==> src/rtl/output_commit_buffer_pkg.sv <==
// Shared control-path types for the output commit buffer.
//   pub_state_e : publication FSM state (IDLE = nothing outstanding,
//                 VALID = out_buf holds an unaccepted word)
//   load_src_e  : source select for loads/edits (val replicated or in_data)
package output_commit_buffer_pkg;

  typedef enum logic {
    ST_IDLE  = 1'b0,
    ST_VALID = 1'b1
  } pub_state_e;

  typedef enum logic {
    SRC_VAL = 1'b0,
    SRC_IN  = 1'b1
  } load_src_e;

endpackage

==> src/rtl/output_commit_buffer_shadow_edit_reg.sv <==
// shadow_edit_reg: working copy of the output word. It takes whole-word loads
// and single-bit edits. Both use the same data rule per bit:
// mux_data ? in_data[i] : val.
//   clk, reset            : clock, async active-high reset (shadow -> 0)
//   addr/do_write/en_edit : single-bit edit request (en_edit & do_write)
//   en_load_input         : write every bit
//   val/in_data/mux_data  : data source
//   shadow                : current shadow word
//   edit_hit              : accepted in-range edit this cycle
//   edit_oob              : edit requested with addr >= WIDTH (ignored)
module shadow_edit_reg
  import output_commit_buffer_pkg::*;
#(
  parameter int WIDTH  = 32,
  parameter int ADDR_W = $clog2(WIDTH)
) (
  input  logic              clk,
  input  logic              reset,
  input  logic [ADDR_W-1:0] addr,
  input  logic              do_write,
  input  logic              val,
  input  logic [WIDTH-1:0]  in_data,
  input  logic              en_edit,
  input  logic              en_load_input,
  input  logic              mux_data,
  output logic [WIDTH-1:0]  shadow,
  output logic              edit_hit,
  output logic              edit_oob
);

  logic [31:0]      addr_ext;
  logic             edit_req;
  logic             src_in;
  logic [WIDTH-1:0] wr_mask;
  logic [WIDTH-1:0] wr_data;

  assign addr_ext = 32'(addr);
  assign edit_req = en_edit & do_write;
  assign edit_hit = edit_req & (addr_ext <  32'(WIDTH));
  assign edit_oob = edit_req & (addr_ext >= 32'(WIDTH));
  assign src_in   = (load_src_e'(mux_data) == SRC_IN);
  assign wr_data  = src_in ? in_data : {WIDTH{val}};

  // A load and an edit in the same cycle OR their enables. The data rule
  // does not change, so the edit adds nothing beyond the load.
  for (genvar i = 0; i < WIDTH; i++) begin : g_bit
    assign wr_mask[i] = en_load_input | (edit_hit & (addr_ext == 32'(i)));
  end

  always_ff @(posedge clk or posedge reset) begin
    if (reset) shadow <= '0;
    else       shadow <= (shadow & ~wr_mask) | (wr_data & wr_mask);
  end

endmodule

==> src/rtl/output_commit_buffer.sv <==
// output_commit_buffer: collects loads and bit edits in a shadow register and
// publishes the shadow to out_buf on commit, using a valid/ready handshake.
// A commit that arrives while a word is outstanding is held as pending. On
// the next handshake the current shadow is republished.
//   clk, reset    : clock, async active-high reset
//   addr, do_write, val, in_data, en_edit, en_load_input, mux_data
//                 : shadow load/edit controls (see shadow_edit_reg)
//   commit        : request to publish the shadow
//   out_ready     : downstream accepts out_buf
//   out_buf       : published word, held stable while unaccepted
//   out_valid     : out_buf holds an unaccepted publication
//   edit_count    : accepted edits since last publication (saturating)
//   err_addr      : one-cycle pulse after an out-of-range edit
module output_commit_buffer
  import output_commit_buffer_pkg::*;
#(
  parameter int WIDTH  = 32,
  parameter int ADDR_W = $clog2(WIDTH),
  parameter int CNT_W  = 4
) (
  input  logic              clk,
  input  logic              reset,
  input  logic [ADDR_W-1:0] addr,
  input  logic              do_write,
  input  logic              val,
  input  logic [WIDTH-1:0]  in_data,
  input  logic              en_edit,
  input  logic              en_load_input,
  input  logic              mux_data,
  input  logic              commit,
  input  logic              out_ready,
  output logic [WIDTH-1:0]  out_buf,
  output logic              out_valid,
  output logic [CNT_W-1:0]  edit_count,
  output logic              err_addr
);

  localparam logic [CNT_W-1:0] CNT_MAX = '1;

  pub_state_e       state;
  logic             pending;
  logic             publish;
  logic             edit_hit;
  logic             edit_oob;
  logic [WIDTH-1:0] shadow;

  shadow_edit_reg #(.WIDTH(WIDTH), .ADDR_W(ADDR_W)) u_shadow (
    .clk          (clk),
    .reset        (reset),
    .addr         (addr),
    .do_write     (do_write),
    .val          (val),
    .in_data      (in_data),
    .en_edit      (en_edit),
    .en_load_input(en_load_input),
    .mux_data     (mux_data),
    .shadow       (shadow),
    .edit_hit     (edit_hit),
    .edit_oob     (edit_oob)
  );

  // A publication happens in two cases. The first is a commit in IDLE. The
  // second is a handshake in VALID while a commit is pending or arrives in
  // the same cycle. out_buf samples the registered shadow, so that cycle's
  // own load/edit is left for the next publication.
  assign publish = (state == ST_IDLE) ? commit
                                      : (out_ready & (pending | commit));

  always_ff @(posedge clk or posedge reset) begin
    if (reset) begin
      state      <= ST_IDLE;
      out_buf    <= '0;
      out_valid  <= 1'b0;
      pending    <= 1'b0;
      edit_count <= '0;
      err_addr   <= 1'b0;
    end else begin
      err_addr <= edit_oob;

      case (state)
        ST_IDLE: begin
          if (commit) begin
            out_buf   <= shadow;
            out_valid <= 1'b1;
            state     <= ST_VALID;
          end
        end
        ST_VALID: begin
          if (out_ready) begin
            pending <= 1'b0;
            if (pending | commit) begin
              out_buf <= shadow;
            end else begin
              out_valid <= 1'b0;
              state     <= ST_IDLE;
            end
          end else if (commit) begin
            pending <= 1'b1;
          end
        end
        default: state <= ST_IDLE;
      endcase

      // The count clears on a publication. An edit accepted in that same
      // cycle belongs to the next word, so it counts as 1.
      if (publish)
        edit_count <= edit_hit ? CNT_W'(1) : '0;
      else if (edit_hit && edit_count != CNT_MAX)
        edit_count <= edit_count + CNT_W'(1);
    end
  end

endmodule

==> config.mk <==
export PLATFORM = sky130hd
export DESIGN_NAME = output_commit_buffer
export DESIGN_NICKNAME = d
export VERILOG_FILES = /design/src/rtl/output_commit_buffer_pkg.sv /design/src/rtl/output_commit_buffer_shadow_edit_reg.sv /design/src/rtl/output_commit_buffer.sv
export SDC_FILE = /design/constraint.sdc
export NUM_CORES = 1
export LEC_CHECK = 0
export BUFFER_PORTS_ARGS = -buffer_cell sky130_fd_sc_hd__buf_2
export CELL_PAD_IN_SITES_DETAIL_PLACEMENT = 1
export CELL_PAD_IN_SITES_GLOBAL_PLACEMENT = 1
export CORE_MARGIN = 3
export CORE_UTILIZATION = 42
export DETAILED_ROUTE_END_ITERATION = 10
export PLACE_DENSITY_LB_ADDON = 0.2
export SLEW_MARGIN = 20
export SYNTH_ARGS = -nofsm -noshare
export SYNTH_HDL_FRONTEND = slang
export SYNTH_SLANG_ARGS = --single-unit
==> constraint.sdc <==
create_clock -name clk -period 2.51 [get_ports clk]
set_input_delay 0.1255 -clock clk [delete_from_list [all_inputs] [get_ports clk]]
set_output_delay 0.1255 -clock clk [all_outputs]
set_load 0.1 [all_outputs]
==> impl_metrics.env, run 1 <==
export IMPL_synth_fp_nets=343
export IMPL_ys_warn_count=0
export IMPL_placementRows=32
export IMPL_max_stage_delay_ps=460
export IMPL_grt_ovfl_total=0
export IMPL_hold_path_cell_count=2
export IMPL_finalCritPeriodShare_pct=73.30
export IMPL_cts_buffer_depth=2
export IMPL_crit_fanout=20
export IMPL_grt_antenna_before_repair=0
export IMPL_die_w_um=96.58
export IMPL_dpl_hpwl_mm=5.830
export IMPL_nFillCells=880
export IMPL_drtIter0Drc=85
export IMPL_avgRoutedWirePerCell_um=17.43
export IMPL_vias=2519
export IMPL_grt_usage_pct=19.18
export IMPL_hp_start="commit"
export IMPL_yosysSeqAreaShare_pct=51.56
export IMPL_synth_flop_cell="dfrtp_1"
export IMPL_worstSkewPairLatency_ps=340
export IMPL_die_y_um=96.58
export IMPL_critPathRequiredTime_ps=2730
export IMPL_worst_slew_pin_slew_ps=714.6
export IMPL_crit_type="reg -> reg"
export IMPL_syn_area_um2=3446
export IMPL_insertedDiodeCount=0
export IMPL_syn_inst=296
export IMPL_crit_arrival_ps=2060
export IMPL_nets=417
export IMPL_final_min_clock_period_ps=1840
export IMPL_synth_avg_cell_area_um2=11.64
export IMPL_synth_distinct_cells=31
export IMPL_num_io_pins=84
export IMPL_fmax_ghz=0.5435
export IMPL_end_kind="flop"
export IMPL_cp_slowest_cell="dfrtp_1"
export IMPL_crit_family="simple AND/OR/NAND/NOR gates"
export IMPL_synth_seq_cells=71
export IMPL_maxCapViolations=0
export IMPL_hold_path_class="in -> reg"
export IMPL_clkTransAtPathRegs_ps=70
export IMPL_dp_cells=459
export IMPL_cp_start_kind="flop"
export IMPL_setup_viol_count_final=0
export IMPL_tns_ps=0
export IMPL_grt_max_degree=41
export IMPL_powerDensity_nw_per_um2=1002
export IMPL_clock_skew_ps=5.218
export IMPL_crit_chain="and2b_2 > nor2_8 > buf_12 > mux2_4"
export IMPL_r2r_setup_slack_ps=670
export IMPL_r2r_start="state$_DFF_PP0_"
export IMPL_drive_gt1_share_pct=43.97
export IMPL_die_area_um2=9327
export IMPL_viasPerCell=5.303
export IMPL_hold_path_end="state$_DFF_PP0_"
export IMPL_slew_headroom_pct=52.19
export IMPL_register_area_um2=1777
export IMPL_cts_buffers=9
export IMPL_synthArstFlopShare_pct=100.0
export IMPL_status="finished, final reports clean"
export IMPL_final_cells=475
export IMPL_cts_tree="done"
export IMPL_htree_levels=3
export IMPL_cts_root_buf="clkbuf_8"
export IMPL_grt_pass1_vias=2624
export IMPL_antenna_left=0
export IMPL_initial_utilization_pct=43.91
export IMPL_cts_sinks=71
export IMPL_io_buffers=82
export IMPL_rsz0062_at_grt="no"
export IMPL_finalHoldViolations=0
export IMPL_drv_slew=0
export IMPL_timing_rr_end="out_buf[15]$_DFFE_PP0P_"
export IMPL_first_pass_iters=4
export IMPL_drc=0
export IMPL_cellLeakagePower_uw=0.002038
export IMPL_synth_edf_count=0
export IMPL_core_area_um2=7848
export IMPL_synthToLayoutAreaGrowth_pct=17.68
export IMPL_grt_pass1_wl_mm=13.41
export IMPL_globalplace_congestion=0.7245
export IMPL_fin_util_pct=51.67
export IMPL_layout_common_cells="82 x buf_2, 71 x dfrtp_1, 65 x nand2_1, 36 x mux2_2, 33 x a31oi_1"
export IMPL_wirelength_mm=8.280
export IMPL_peakVddDrop_mv=0.4235
export IMPL_cp_num_buf_inv=1
export IMPL_layout_commonest_cell="buf_2"
export IMPL_reg2reg_depth=4
export IMPL_multiInputGateArea_um2=1516
[cells in the mapped netlist, drive strengths merged, types with 2 or more instances]
library cell  instances  area share [%]
buf                  18             3.4
a21oi                 7             1.1
and2                  2            0.36
nand2                65             7.1
inv                   3            0.33
clkbuf                6            0.65
and3                  2            0.36
nand2b                2            0.36
or3                   3            0.54
o31ai                 2            0.44
dfrtp                71              52
nor2b                 4            0.73
a31oi                33             6.0
nor2                  4            0.91
mux2                 64              24
[metal layers]
| metal | global-route usage (%) | share of wire (%) |
|---|---|---|
| met5 | 0 | 0 |
| met4 | 6.308 | 1.2 |
| met3 | 4.493 | 5.0 |
| met2 | 31.21 | 49 |
| met1 | 25.31 | 45 |
[cell families after synthesis]
logic type,share of synthesized area (%)
simple gates,11.26
flops,51.56
mux,23.86
compound gates,8.424
buf+inv,4.430
fa+ha+maj,0.3631
other cells,0.1088
[report_power, final]
| part | leakage [uW] | internal (uW) | switching [uW] | total, uW |
|---|---|---|---|---|
| Clock | 0.0000761 | 346 | 393 | 739 |
| Combinational | 0.00110 | 422 | 1410 | 1830 |
| Sequential | 0.000857 | 1360 | 135 | 1500 |
[stage by stage]
stage	setup WS [ps]	power, uW	hold slack (ps)	area (um2)
after detailed placement	661.6	3357	275.0	3890
after floorplan	529.2	3035	215.3	3446
after global placement	748.7	3318	265.8	3890
final	670.1	4063	46.65	4055
after global routing	603.5	4246	60.69	4055
after CTS	656.7	4106	38.75	4055
[final cells by class]
cell class / count / area share (%)
clock buffers: 12 / 3.332
inverters: 3 / 0.2777
well taps: 102 / 3.147
repair buffers: 87 / 11.79
flip-flops and latches: 71 / 43.81
clock inverters: 2 / 0.2468
multi-input cells: 198 / 37.40
[what timing repair did]
action / CTS / global route
gates resized for setup: 0 / 0
buffers inserted: 0 / 0
hold buffers: 2 / 0
endpoints found under the hold margin: 32 / 0
[worst max-delay path by stage]
stage,startpoint,to,slack (ps),cells after the start
finish,state$_DFF_PP0_,out_buf[15]$_DFFE_PP0P_,670,4
global route,state$_DFF_PP0_,out_buf[13]$_DFFE_PP0P_,600,4
detailed placement,state$_DFF_PP0_,out_buf[15]$_DFFE_PP0P_,660,4
global placement,state$_DFF_PP0_,out_buf[15]$_DFFE_PP0P_,750,4
floorplan,edit_count[0]$_DFFE_PP0P_,edit_count[1]$_DFFE_PP0P_,530,4
CTS,state$_DFF_PP0_,out_buf[3]$_DFFE_PP0P_,660,4
No activity file was read; power rests on OpenSTA's default activity.
==> inputs of run 2 (changes only) <==
- CORE_UTILIZATION: 42 -> 38
- clock period: 2.51 -> 1.6 ns (I/O delays scaled with it)
==> run 2 against run 1 <==
Register-to-register slack got worse by 610 ps. Flip-flop and latch count did not move. Clock skew grew 3.8 ps. Non-clock buffer count increased by 5. Core utilization shrank 3.7 points. Global-route usage down 1.2 points. Highest routed layer unchanged.
==> impl_metrics.env, run 2 (synthesized netlist as in run 1, its figures left out) <==
export IMPL_status="finished, final reports clean"
export IMPL_slew_headroom_pct=54.23
export IMPL_swShare_pct=45.87
export IMPL_final_min_clock_period_ps=1543
export IMPL_first_pass_iters=4
export IMPL_nets=422
export IMPL_p_switching_uw=3109
export IMPL_nFillCells=984
export IMPL_crit_arrival_ps=1820
export IMPL_worstSkewPairLatency_ps=340
export IMPL_stdcell_area_um2=4202
export IMPL_grt_ovfl_total=0
export IMPL_clkTransAtPathRegs_ps=80
export IMPL_core_area_um2=8763
export IMPL_cts_tree="done"
export IMPL_clock_skew_ps=9.018
export IMPL_grt_pass1_vias=2648
export IMPL_avgRoutedWirePerCell_um=17.59
export IMPL_critPathRequiredTime_ps=1880
export IMPL_globalplace_congestion=0.7114
export IMPL_viasPerCell=5.139
export IMPL_die_y_um=101.2
export IMPL_placed_cell_area_um2=3941
export IMPL_crit_chain="ha_1 > and3_2 > or3b_2 > a21oi_2"
export IMPL_grt_max_degree=56
export IMPL_cts_root_buf="clkbuf_8"
export IMPL_synthToLayoutAreaGrowth_pct=21.93
export IMPL_cts_sinks=71
export IMPL_powerDensity_nw_per_um2=1613
export IMPL_power_uw=6779
export IMPL_finalCritPeriodShare_pct=96.42
export IMPL_drv_slew=0
export IMPL_fmax_ghz=0.6482
export IMPL_power_frac_seq_pct=34.5
export IMPL_cts_buffers=9
export IMPL_finalHoldViolations=0
export IMPL_drtIter0Drc=54
export IMPL_num_io_pins=84
export IMPL_crit_type="reg -> reg"
export IMPL_die_area_um2=10250
export IMPL_worst_slew_pin_slew_ps=684.0
export IMPL_antenna_left=0
export IMPL_maxCapViolations=0
export IMPL_dpl_hpwl_mm=5.824
export IMPL_layout_common_cells="82 x buf_2, 67 x dfrtp_1, 65 x nand2_1, 36 x mux2_2, 33 x a31oi_1"
export IMPL_insertedDiodeCount=0
export IMPL_cp_start_kind="flop"
export IMPL_clkPwrFrac_pct=22.7
export IMPL_setup_viol_count_final=0
export IMPL_wirelength_mm=8.586
export IMPL_whs_ps=57.73
export IMPL_layout_commonest_cell="buf_2"
export IMPL_vias=2508
export IMPL_crit_fanout=5
export IMPL_drive_gt1_share_pct=47.11
export IMPL_peakVddDrop_mv=0.5936
export IMPL_grt_usage_pct=17.93
export IMPL_htree_levels=3
export IMPL_power_frac_comb_pct=42.7
export IMPL_die_w_um=101.2
export IMPL_placementRows=34
export IMPL_grt_antenna_before_repair=0
export IMPL_max_stage_delay_ps=480
export IMPL_grt_pass1_wl_mm=14.01
export IMPL_cp_slowest_cell="or3b_2"
export IMPL_end_kind="flop"
export IMPL_hold_path_class="in -> reg"
export IMPL_power_internal_uw=3670
export IMPL_cts_buffer_depth=2
export IMPL_fin_util_pct=47.94
export IMPL_cellLeakagePower_uw=0.002080
export IMPL_drc=0
export IMPL_r2r_setup_slack_ps=60
export IMPL_initial_utilization_pct=39.32
export IMPL_io_buffers=82
[run 2: worst paths after layout]
check / from / to / cells after the start
worst max register to register: edit_count[1]$_DFFE_PP0P_ / edit_count[1]$_DFFE_PP0P_ / 4
worst min-delay path: in_data[4] / flop / 4
max in group asynchronous: reset / out_buf[31]$_DFFE_PP0P_ / 4
min in group asynchronous: reset / out_buf[8]$_DFFE_PP0P_ / 3
worst min register to register: flop / out_buf[21]$_DFFE_PP0P_ / 1
worst max-delay path: edit_count[1]$_DFFE_PP0P_ / edit_count[1]$_DFFE_PP0P_ / 4
[run 2: what timing repair did]
action,4_1_cts,5_1_grt
endpoints found under the hold margin,19,0
gates resized for setup,0,2
setup buffers,0,1
hold buffers,3,0
endpoints found under the setup margin,0,1
[run 2: power groups by stage]
stage | logic (uW) | registers, uW | clock network [uW]
2_1_floorplan | 717 | 4050 | 0
3_3_place_gp | 2860 | 2370 | 0
3_5_place_dp | 2900 | 2380 | 0
6_report | 2900 | 2340 | 1540
4_1_cts | 2900 | 2350 | 1590
5_1_grt | 3010 | 2390 | 1660
[run 2: critical path: cells and delay by family, from the launching register on]
family,cells,cell delay (ps)
AOI/OAI and AO/OA,1,130
adders and majority gates,1,190
DFF,1,430
and+or+nand+nor,2,720
[run 2: through the flow]
stage / TNS, ps / worst slack [ps] / instances
after floorplan: -135.4 / -135.4 / 296
after global placement: 0 / 124.5 / 468
after detailed placement: 0 / 47.41 / 468
after CTS: 0 / 28.71 / 487
after global routing: -2.127 / -2.127 / 488
final: 0 / 57.20 / 488
[run 2: cell type report]
cell class / instances / area, um2 / area share (%)
well taps: 108 / 135.1 / 3.216
inverters: 3 / 15.01 / 0.3574
multi-input cells: 198 / 1521 / 36.21
flip-flops and latches: 71 / 1782 / 42.41
repair buffers: 92 / 530.5 / 12.63
clock buffers: 12 / 165.2 / 3.931
clock inverters: 4 / 52.55 / 1.251
[run 2: metal layers]
layer,track usage (%),share of wire [%],vias up,routed length [um]
met4,6.851,1.9,0,165
met5,0,0,-,0
met1,23.58,45,1234,3889
met3,3.994,4.3,14,365
li1,-,-,1190,-
met2,28.92,49,70,4166
